[src/rtl/t06_wall_place_sequencer_if.sv]
// Wall placement request/status bundle.
// Groups the RNG, snake, border and bitmap signals around the sequencer.
interface t06_wall_place_sequencer_if #(
   parameter int MAX_LENGTH = 30
);
   logic                    place_req;
   logic                    clear_req;
   logic [7:0]              rand_num;
   logic                    rand_en;
   logic [3:0]              snake_head_x;
   logic [3:0]              snake_head_y;
   logic [4:0]              snake_len;
   logic [4*MAX_LENGTH-1:0] snakeArrayX;
   logic [4*MAX_LENGTH-1:0] snakeArrayY;
   logic [3:0]              xmax;
   logic [3:0]              xmin;
   logic [3:0]              ymax;
   logic [3:0]              ymin;
   logic [199:0]            wall_locations;
   logic [5:0]              wall_count;
   logic                    busy;
   logic                    done;
   logic                    fail;

   modport master (
      output place_req, clear_req, rand_num,
      output snake_head_x, snake_head_y, snake_len,
      output snakeArrayX, snakeArrayY,
      output xmax, xmin, ymax, ymin,
      input  rand_en, wall_locations, wall_count,
      input  busy, done, fail
   );

   modport slave (
      input  place_req, clear_req, rand_num,
      input  snake_head_x, snake_head_y, snake_len,
      input  snakeArrayX, snakeArrayY,
      input  xmax, xmin, ymax, ymin,
      output rand_en, wall_locations, wall_count,
      output busy, done, fail
   );
endinterface

[src/rtl/t06_wall_place_sequencer.sv]
// Wall-mode tile placement sequencer: draws RNG candidates, checks
// border, walls, head and body, then commits into the wall bitmap.
module t06_wall_place_sequencer #(
   parameter int MAX_LENGTH = 30,
   parameter int MAX_TRIES  = 8,
   parameter int MAX_WALLS  = 40
) (
   input  logic                             system_clk,
   input  logic                             reset,
   t06_wall_place_sequencer_if.slave        bus
);
   typedef enum logic [3:0] {
      S_IDLE,
      S_FETCH,
      S_SAMPLE,
      S_CHECK,
      S_SCAN,
      S_RETRY,
      S_COMMIT,
      S_FAIL,
      S_CLEAR
   } state_e;

   state_e       state_q, state_d;
   logic [7:0]   cand_q, cand_d;
   logic [3:0]   tries_q, tries_d;
   logic [4:0]   idx_q, idx_d;
   logic [199:0] map_q, map_d;
   logic [5:0]   cnt_q, cnt_d;
   logic         full_q, full_d;

   logic [3:0] cx, cy;
   logic [6:0] seg_base;
   logic [3:0] seg_x, seg_y;
   logic       in_x, in_y;
   logic       cand_ok;
   logic       seg_hit;
   logic       last_seg;

   assign cx       = cand_q[3:0];
   assign cy       = cand_q[7:4];
   assign seg_base = {idx_q, 2'b00};
   assign seg_x    = bus.snakeArrayX[seg_base +: 4];
   assign seg_y    = bus.snakeArrayY[seg_base +: 4];
   assign in_x     = (cx > bus.xmin) && (cx < bus.xmax);
   assign in_y     = (cy > bus.ymin) && (cy < bus.ymax);
   assign seg_hit  = (seg_x == cx) && (seg_y == cy);
   assign last_seg = (idx_q == bus.snake_len - 5'd1);

   // Border, bitmap and head are all judged in the single CHECK cycle
   assign cand_ok = (cand_q < 8'd200) && in_x && in_y
                  && !map_q[cand_q]
                  && (cand_q != {bus.snake_head_y, bus.snake_head_x});

   always_ff @(posedge system_clk) begin
      if (reset) begin
         state_q <= S_IDLE;
         cand_q  <= '0;
         tries_q <= '0;
         idx_q   <= '0;
         map_q   <= '0;
         cnt_q   <= '0;
         full_q  <= 1'b0;
      end else begin
         state_q <= state_d;
         cand_q  <= cand_d;
         tries_q <= tries_d;
         idx_q   <= idx_d;
         map_q   <= map_d;
         cnt_q   <= cnt_d;
         full_q  <= full_d;
      end
   end

   always_comb begin
      state_d = state_q;
      cand_d  = cand_q;
      tries_d = tries_q;
      idx_d   = idx_q;
      map_d   = map_q;
      cnt_d   = cnt_q;
      full_d  = 1'b0;
      unique case (state_q)
         S_IDLE: begin
            if (bus.clear_req) begin
               state_d = S_CLEAR;
            end else if (bus.place_req) begin
               if (cnt_q == 6'(MAX_WALLS)) begin
                  full_d = 1'b1;
               end else begin
                  tries_d = '0;
                  state_d = S_FETCH;
               end
            end
         end
         S_FETCH:  state_d = S_SAMPLE;
         S_SAMPLE: begin
            cand_d  = bus.rand_num;
            state_d = S_CHECK;
         end
         S_CHECK: begin
            if (!cand_ok) begin
               state_d = S_RETRY;
            end else if (bus.snake_len == 5'd0) begin
               state_d = S_COMMIT;
            end else begin
               idx_d   = '0;
               state_d = S_SCAN;
            end
         end
         S_SCAN: begin
            if (seg_hit) begin
               state_d = S_RETRY;
            end else if (last_seg) begin
               state_d = S_COMMIT;
            end else begin
               idx_d = idx_q + 5'd1;
            end
         end
         S_RETRY: begin
            tries_d = tries_q + 4'd1;
            if (tries_d == 4'(MAX_TRIES)) begin
               state_d = S_FAIL;
            end else begin
               state_d = S_FETCH;
            end
         end
         S_COMMIT: begin
            map_d[cand_q] = 1'b1;
            cnt_d         = cnt_q + 6'd1;
            state_d       = S_IDLE;
         end
         S_FAIL:  state_d = S_IDLE;
         S_CLEAR: begin
            map_d   = '0;
            cnt_d   = '0;
            state_d = S_IDLE;
         end
         default: state_d = S_IDLE;
      endcase
   end

   assign bus.rand_en        = (state_q == S_FETCH);
   assign bus.busy           = (state_q != S_IDLE);
   assign bus.done           = (state_q == S_COMMIT)
                             || (state_q == S_CLEAR);
   assign bus.fail           = (state_q == S_FAIL) || full_q;
   assign bus.wall_locations = map_q;
   assign bus.wall_count     = cnt_q;
endmodule

[src/flat_wrapper.sv]
// flat-port wrapper written by rule: the top's interface ports become plain ports
module t06_wall_place_sequencer_flat 
#(
   parameter int MAX_LENGTH = 30,
   parameter int MAX_TRIES  = 8,
   parameter int MAX_WALLS  = 40
)
  (system_clk, reset, bus_place_req, bus_clear_req, bus_rand_num, bus_snake_head_x, bus_snake_head_y, bus_snake_len, bus_snakeArrayX, bus_snakeArrayY, bus_xmax, bus_xmin, bus_ymax, bus_ymin, bus_rand_en, bus_wall_locations, bus_wall_count, bus_busy, bus_done, bus_fail);
  t06_wall_place_sequencer_if #(.MAX_LENGTH(MAX_LENGTH)) bus_i ();
  input  logic system_clk;
  input  logic reset;
  input wire logic [$bits(bus_i.place_req)-1:0] bus_place_req;
  input wire logic [$bits(bus_i.clear_req)-1:0] bus_clear_req;
  input wire logic [$bits(bus_i.rand_num)-1:0] bus_rand_num;
  input wire logic [$bits(bus_i.snake_head_x)-1:0] bus_snake_head_x;
  input wire logic [$bits(bus_i.snake_head_y)-1:0] bus_snake_head_y;
  input wire logic [$bits(bus_i.snake_len)-1:0] bus_snake_len;
  input wire logic [$bits(bus_i.snakeArrayX)-1:0] bus_snakeArrayX;
  input wire logic [$bits(bus_i.snakeArrayY)-1:0] bus_snakeArrayY;
  input wire logic [$bits(bus_i.xmax)-1:0] bus_xmax;
  input wire logic [$bits(bus_i.xmin)-1:0] bus_xmin;
  input wire logic [$bits(bus_i.ymax)-1:0] bus_ymax;
  input wire logic [$bits(bus_i.ymin)-1:0] bus_ymin;
  output wire logic [$bits(bus_i.rand_en)-1:0] bus_rand_en;
  output wire logic [$bits(bus_i.wall_locations)-1:0] bus_wall_locations;
  output wire logic [$bits(bus_i.wall_count)-1:0] bus_wall_count;
  output wire logic [$bits(bus_i.busy)-1:0] bus_busy;
  output wire logic [$bits(bus_i.done)-1:0] bus_done;
  output wire logic [$bits(bus_i.fail)-1:0] bus_fail;
  assign bus_i.place_req = bus_place_req;
  assign bus_i.clear_req = bus_clear_req;
  assign bus_i.rand_num = bus_rand_num;
  assign bus_i.snake_head_x = bus_snake_head_x;
  assign bus_i.snake_head_y = bus_snake_head_y;
  assign bus_i.snake_len = bus_snake_len;
  assign bus_i.snakeArrayX = bus_snakeArrayX;
  assign bus_i.snakeArrayY = bus_snakeArrayY;
  assign bus_i.xmax = bus_xmax;
  assign bus_i.xmin = bus_xmin;
  assign bus_i.ymax = bus_ymax;
  assign bus_i.ymin = bus_ymin;
  assign bus_rand_en = bus_i.rand_en;
  assign bus_wall_locations = bus_i.wall_locations;
  assign bus_wall_count = bus_i.wall_count;
  assign bus_busy = bus_i.busy;
  assign bus_done = bus_i.done;
  assign bus_fail = bus_i.fail;
  t06_wall_place_sequencer #(.MAX_LENGTH(MAX_LENGTH), .MAX_TRIES(MAX_TRIES), .MAX_WALLS(MAX_WALLS)) u_core (.system_clk(system_clk), .reset(reset), .bus(bus_i));
endmodule
[config.mk]
export PLATFORM = sky130hd
export DESIGN_NAME = t06_wall_place_sequencer_flat
export DESIGN_NICKNAME = d
export VERILOG_FILES = /design/src/rtl/t06_wall_place_sequencer_if.sv /design/src/rtl/t06_wall_place_sequencer.sv /design/src/flat_wrapper.sv
export SDC_FILE = /design/constraint.sdc
export NUM_CORES = 1
export LEC_CHECK = 0
export CORE_ASPECT_RATIO = 0.5
export CORE_MARGIN = 5
export CORE_UTILIZATION = 30
export DETAILED_ROUTE_END_ITERATION = 10
export SETUP_SLACK_MARGIN = 0.02
export SYNTH_ARGS = -nofsm -noshare
export SYNTH_HDL_FRONTEND = slang
export SYNTH_SLANG_ARGS = --single-unit
[constraint.sdc]
create_clock -name system_clk -period 7.3 [get_ports system_clk]
set_input_delay 0.73 -clock system_clk [delete_from_list [all_inputs] [get_ports system_clk]]
set_output_delay 0.73 -clock system_clk [all_outputs]
set_load 0.05 [all_outputs]
; ---- Word level (Yosys, flattened, before mapping)
; Index checks and enable logic that the tools add are counted.
; W data, S select, Z words.
[totals]
output_inout_bits = 210
word_cells = 93
register_bits = 228
[classes]
n_mux = 25
reduce_logical = 21
order_cmp = 7
eq_ne = 24
addsub = 4
shifts = 2
n_bitwise = 3
[ops]
columns = cell, count
row1 = $pmux W200 S2, 1
row2 = $shiftx A120 B8 Y4, 2
row3 = $or A200 B200 Y200, 1
row4 = $mux W4, 9
row5 = $pmux W4 S6, 1
row6 = $mux W5, 4
row7 = $eq A4 B3 Y1 const B, 4
row8 = $ne A2 B2 Y1 const B, 6
row9 = $pmux W6 S2, 1
row10 = $pmux W5 S2, 1
row11 = $lt A8 B9 Y1 const B, 1
row12 = $bmux W1 S8, 1
row13 = $demux W1 S8, 1
row14 = $eq A4 B2 Y1 const B, 2
row15 = $eq A4 B4 Y1, 2
row16 = $eq A4 B4 Y1 const B, 2
row17 = $ge A8 B1 Y1 const B, 1
row18 = $gt A4 B4 Y1, 2
row19 = $logic_and A1 B1 Y1, 8
row20 = $lt A4 B4 Y1, 2
row21 = $lt A8 B8 Y1 const B, 1
row22 = $ne A8 B8 Y1, 1
row23 = $pmux W4 S2, 1
row24 = $add A6 B1 Y6 const B, 1
row25 = 23 further kinds, 30

; ---- Longest topological paths before layout
[logic_depth]
ltp_word = 8
mapped_depth = 12
depth_no_buf = 10

; ---- Least setup slack after synthesis
; Ideal clock, no wire load.
[synth_timing]
path_kind = input to register
from = input bus_snakeArrayX[101]
to = register u_core.state_q[0]
path_slack_ns = 4.475
stages = 7
arrival_time_ns = 2.734
required_ns = 7.209
path_buffers = 0
setup_ns = 0.091
cell_sequence = mux4_1 -> a221o_1 -> a221oi_2 -> nor3_1 -> nand3b_1 -> or4_1 -> a311oi_1
[synth_between]
elab_chain_cells = 5
word_cells_on_any_way = 7
cone_classes = eq/ne (2) / shift (1) / mux (2) / reduce/logical (2)
[synth_rtl]
columns = item, line
row1 = from (decl), flat_wrapper.sv:18  ; input wire logic [$bits(bus_i.snakeArrayX)-1:0] bus_snakeArrayX;
row2 = $shiftx A120 B8 Y4 *, t06_wall_place_sequencer.sv:43  ; assign seg_x = bus.snakeArrayX[seg_base +: 4];
row3 = $eq A4 B4 Y1 *, t06_wall_place_sequencer.sv:47  ; assign seg_hit = (seg_x == cx) && (seg_y == cy);
row4 = $logic_and A1 B1 Y1 *, t06_wall_place_sequencer.sv:47
row5 = $mux W4 / $ne A3 B1 Y1 (equally long branches), n/a
row6 = $pmux W4 S6 / $reduce_and A3 Y1 (equally long branches), n/a
row7 = to (signal assigned), t06_wall_place_sequencer.sv:65  ; state_q <= state_d;
row8 = to (decl), t06_wall_place_sequencer.sv:24  ; state_e state_q, state_d;
; Every way passes the cells marked *; elsewhere a longest branch is shown, timed or not.
; A chain may end at the register's enable or synchronous reset.

; ---- Worst setup path after layout
[layout_timing]
from = register u_core.state_q[1]
to = output bus_done
[layout_between]
elab_chain_cells = 2
word_cells_on_any_way = 3
cone_classes = eq/ne (2) / reduce/logical (1)
[layout_rtl]
columns = item, line
row1 = $eq A4 B3 Y1 / $eq A4 B4 Y1 (equally long branches), "t06_wall_place_sequencer.sv:145, t06_wall_place_sequencer.sv:146"
row2 = $logic_or A1 B1 Y1 *, t06_wall_place_sequencer.sv:146  ; || (state_q == S_CLEAR);
row3 = to (decl), flat_wrapper.sv:28  ; output wire logic [$bits(bus_i.done)-1:0] bus_done;
; Marks and branches as above.

==> flow_metrics.py <==
metrics = {
    "critical_path": {
        "worstPathMaxFanout": 15,
        "crit_slowest_cell": "clkdlybuf4s50_1",
        "start_kind": "flop",
        "crit_required_ns": 6.57,
        "cp.buffers_inverters": 2,
        "crit_cells": 6,
        "critPathLaunch": "u_core.state_q[1]",
        "criticalPathCategory": "flop to output pin",
        "path_cells": "nor2_1 > nand2_1 > o21ai_0 > nand2_1 > inv_1 > clkdlybuf4s50_1",
        "max_stage_delay_ns": 0.91,
        "crit_end": "bus_done",
        "critPathCaptureType": "output pin",
        "rr_endpoint": "u_core.idx_q[1]",
        "crit_arrival_ns": 3.42,
        "r2r_cells": 9,
        "crit_family": "buffers and inverters",
        "r2r_slack_ns": 3.50,
        "crit_top_cell": "nand2_1",
        "worstReg2RegStart": "u_core.idx_q[0]",
    },
    "clocking": {
        "cts_tree": "yes",
        "clock-sinks": 228,
        "insertion_delay_ns": 0.56,
        "cts_hold_buffers": 0,
        "clock-root-buffer": "clkbuf_16",
        "post_cts_buffers": 0,
        "ctsResizeCount": 0,
        "clkSlewWorstSetupHoldPaths_ns": 0.06,
        "htree_levels": 1,
        "clockBufferDepth": 3,
        "cts_buffers": 24,
    },
    "route": {
        "drt_first_pass_iters": 6,
        "drc_errors": 0,
        "drt-vias-per-instance": 5.356,
        "wire_per_inst_um": 24.88,
        "finalWirelength_mm": 57.67,
        "drt-initial-drc-count": 1195,
        "final_antenna_net_count": 0,
        "vias": 12420,
    },
    "min_path": {
        "hold_class": "flop to flop",
    },
    "logic_synthesis": {
        "ys_async_sr_fraction_pct": 0,
        "syn_area_per_cell_um2": 9.220,
        "syn_area_um2": 12160,
        "synth.ff_latch_count": 228,
        "synth_edf_count": 0,
        "syn_nets": 1619,
        "ys.flop_type": "dfxtp_1",
        "yosysSeqAreaShare_pct": 37.53,
        "yosysUniqueCellTypes": 73,
        "syn_inst": 1319,
        "synth_warnings": 0,
    },
    "pwr": {
        "peakVddDrop_mv": 0.1461,
        "p_per_area_nw_per_um2": 161.5,
        "leakagePower_nw": 6.225,
    },
    "placement": {
        "port_buffers": 490,
        "post_dp_cell_area_um2": 17510,
        "dp_hpwl_mm": 43.74,
        "gp_congestion": 0.9014,
    },
    "run": {
        "max_cap_violations": 0,
    },
    "die": {
        "die_y_um": 152.4,
        "row_count": 52,
        "coreArea_um2": 40210,
        "num_io_pins": 491,
        "start_util_pct": 30.25,
        "fp.dieW_um": 294.7,
        "dieArea_um2": 44910,
    },
    "timing": {
        "hold_viol": 0,
        "fin_crit_ns": 4.153,
        "finalMaxSlewViolations": 0,
        "rsz0062_at_grt": "false",
        "setup_violations": 0,
        "worstMarginPinSlew_ns": 1.220,
        "fin_tns_setup_ns": 0,
        "fin_crit_sh_pct": 56.89,
        "fmax_mhz": 240.8,
        "fin_skew_ns": 0.04236,
        "slew_headroom_pct": 18.48,
    },
    "grt": {
        "grt_pass1_wl_mm": 83.04,
        "antenna_found_initial": 2,
        "grt_use_met2_pct": 43.52,
        "grt_max_degree": 95,
        "top_usage_layer": "met2",
        "gr-total-overflow": 0,
        "grt.met3_usage_pct": 3.000,
        "track_usage_pct": 24.09,
        "grt_pass1_vias": 11820,
        "grt_use_met1_pct": 30.89,
    },
    "cells_and_area": {
        "nFillCells": 3884,
        "drive_gt1_share_pct": 10.42,
        "layout_commonest_cell": "clkdlybuf4s50_1",
        "fin_nets": 2061,
        "area_growth_pct": 50.92,
        "final_area_um2": 18350,
        "final_cell_mix": "clkdlybuf4s50_1, nor2_1, dfxtp_1",
        "regArea_um2": 4577,
        "multiInputGateArea_um2": 7053,
    },
    "outcome": {
        "status": "finished, final reports clean",
    },
}
registers in the layout, summed over array words and instances (netlist names):
register                   cells
u_core.bus.wall_count          6
u_core.idx_q                   5
u_core.state_q                 4
u_core.cand_q                  8
u_core.bus.wall_locations    200
u_core.full_q                  1
u_core.tries_q                 4
cell families (layout without fill, tap and decap cells):
family	after synthesis	count (layout)	share of synthesized area [%]
XOR/XNOR	23	23	1.656
AO/OA/AOI/OAI	320	320	15.56
multiplexers	142	142	21.75
buffers and inverters	127	584	4.753
adder cells (fa/ha/maj)	19	19	1.955
other	0	2	0
flip-flops	228	228	37.53
AND/OR/NAND/NOR	460	460	16.80
power by group:
group	total [mW]	switching [mW]	internal [mW]
Combinational	0.381	0.171	0.209
Sequential	1.26	0.00888	1.25
Clock	1.33	0.536	0.792
Total	2.96	0.716	2.25
synth_stat cells (5+ instances only):
cell	count	share of area [%]
buf_2	17	0.70
o21a_1	7	0.43
a22oi_1	18	1.1
nand2b_1	15	0.77
nor3_1	26	1.1
inv_1	25	0.77
clkbuf_1	63	1.9
buf_1	8	0.25
buf_4	7	0.43
mux2_2	20	1.9
a31oi_1	12	0.62
dfxtp_1	228	38
a21oi_1	212	8.7
mux2i_1	28	2.3
and3_1	7	0.36
nor2_1	266	8.2
buf_6	5	0.46
mux4_1	8	1.7
nand3_1	20	0.82
o21ai_0	12	0.49
ha_1	19	2.0
nand4_1	11	0.57
mux4_2	85	16
a221oi_1	10	0.72
nor2b_1	13	0.67
nand2_1	66	2.0
xnor2_1	19	1.4
per-layer routing:
metal	up-vias	share of wire, %
met5	-	0
met4	0	2.5
met3	91	5.8
met2	487	51
met1	6121	41
li1	5716	-
worst min-delay path by stage:
stage,startpoint,to,slack [ns],cells past startpoint
after floorplan,u_core.tries_q[0],u_core.tries_q[0],0.47,1
after global placement,u_core.bus.wall_locations[161],u_core.bus.wall_locations[161],0.47,2
after detailed placement,u_core.bus.wall_locations[185],u_core.bus.wall_locations[185],0.48,2
after CTS,u_core.bus.wall_locations[179],u_core.bus.wall_locations[179],0.50,2
after global routing,u_core.bus.wall_locations[150],u_core.bus.wall_locations[150],0.51,2
final,u_core.bus.wall_locations[179],u_core.bus.wall_locations[179],0.49,2
cell type report:
class,count,share of cell area [%]
timing repair buffer,517,27.81
clock inverter,6,0.8658
tap,540,3.681
sequential,228,24.94
inverter,26,0.5317
multi-input combinational,964,38.43
antenna,2,0.02727
clock buffer,35,3.715
through the flow:
stage                     utilization, %  setup WS (ns)  hold WS [ns]  total power [mW]  instances
after floorplan                        -          4.475        0.4659             1.451       1319
after global placement             43.53          3.483        0.4692             1.659       2274
after detailed placement           43.54          3.451        0.4756             1.661       2275
after CTS                          45.63          3.203        0.4951             2.980       2316
after global routing               45.65          3.031        0.5131             3.056       2318
final                              45.65          3.147        0.4886             2.965       2318
tightest hold or removal path, delay by kind of cell (launching register included):
family | cells | cell delay, ns
AND/OR/NAND/NOR | 1 | 0.07
AO/OA/AOI/OAI | 1 | 0.05
flip-flops | 1 | 0.34
Note: power is estimated with default switching activity, not from simulation.
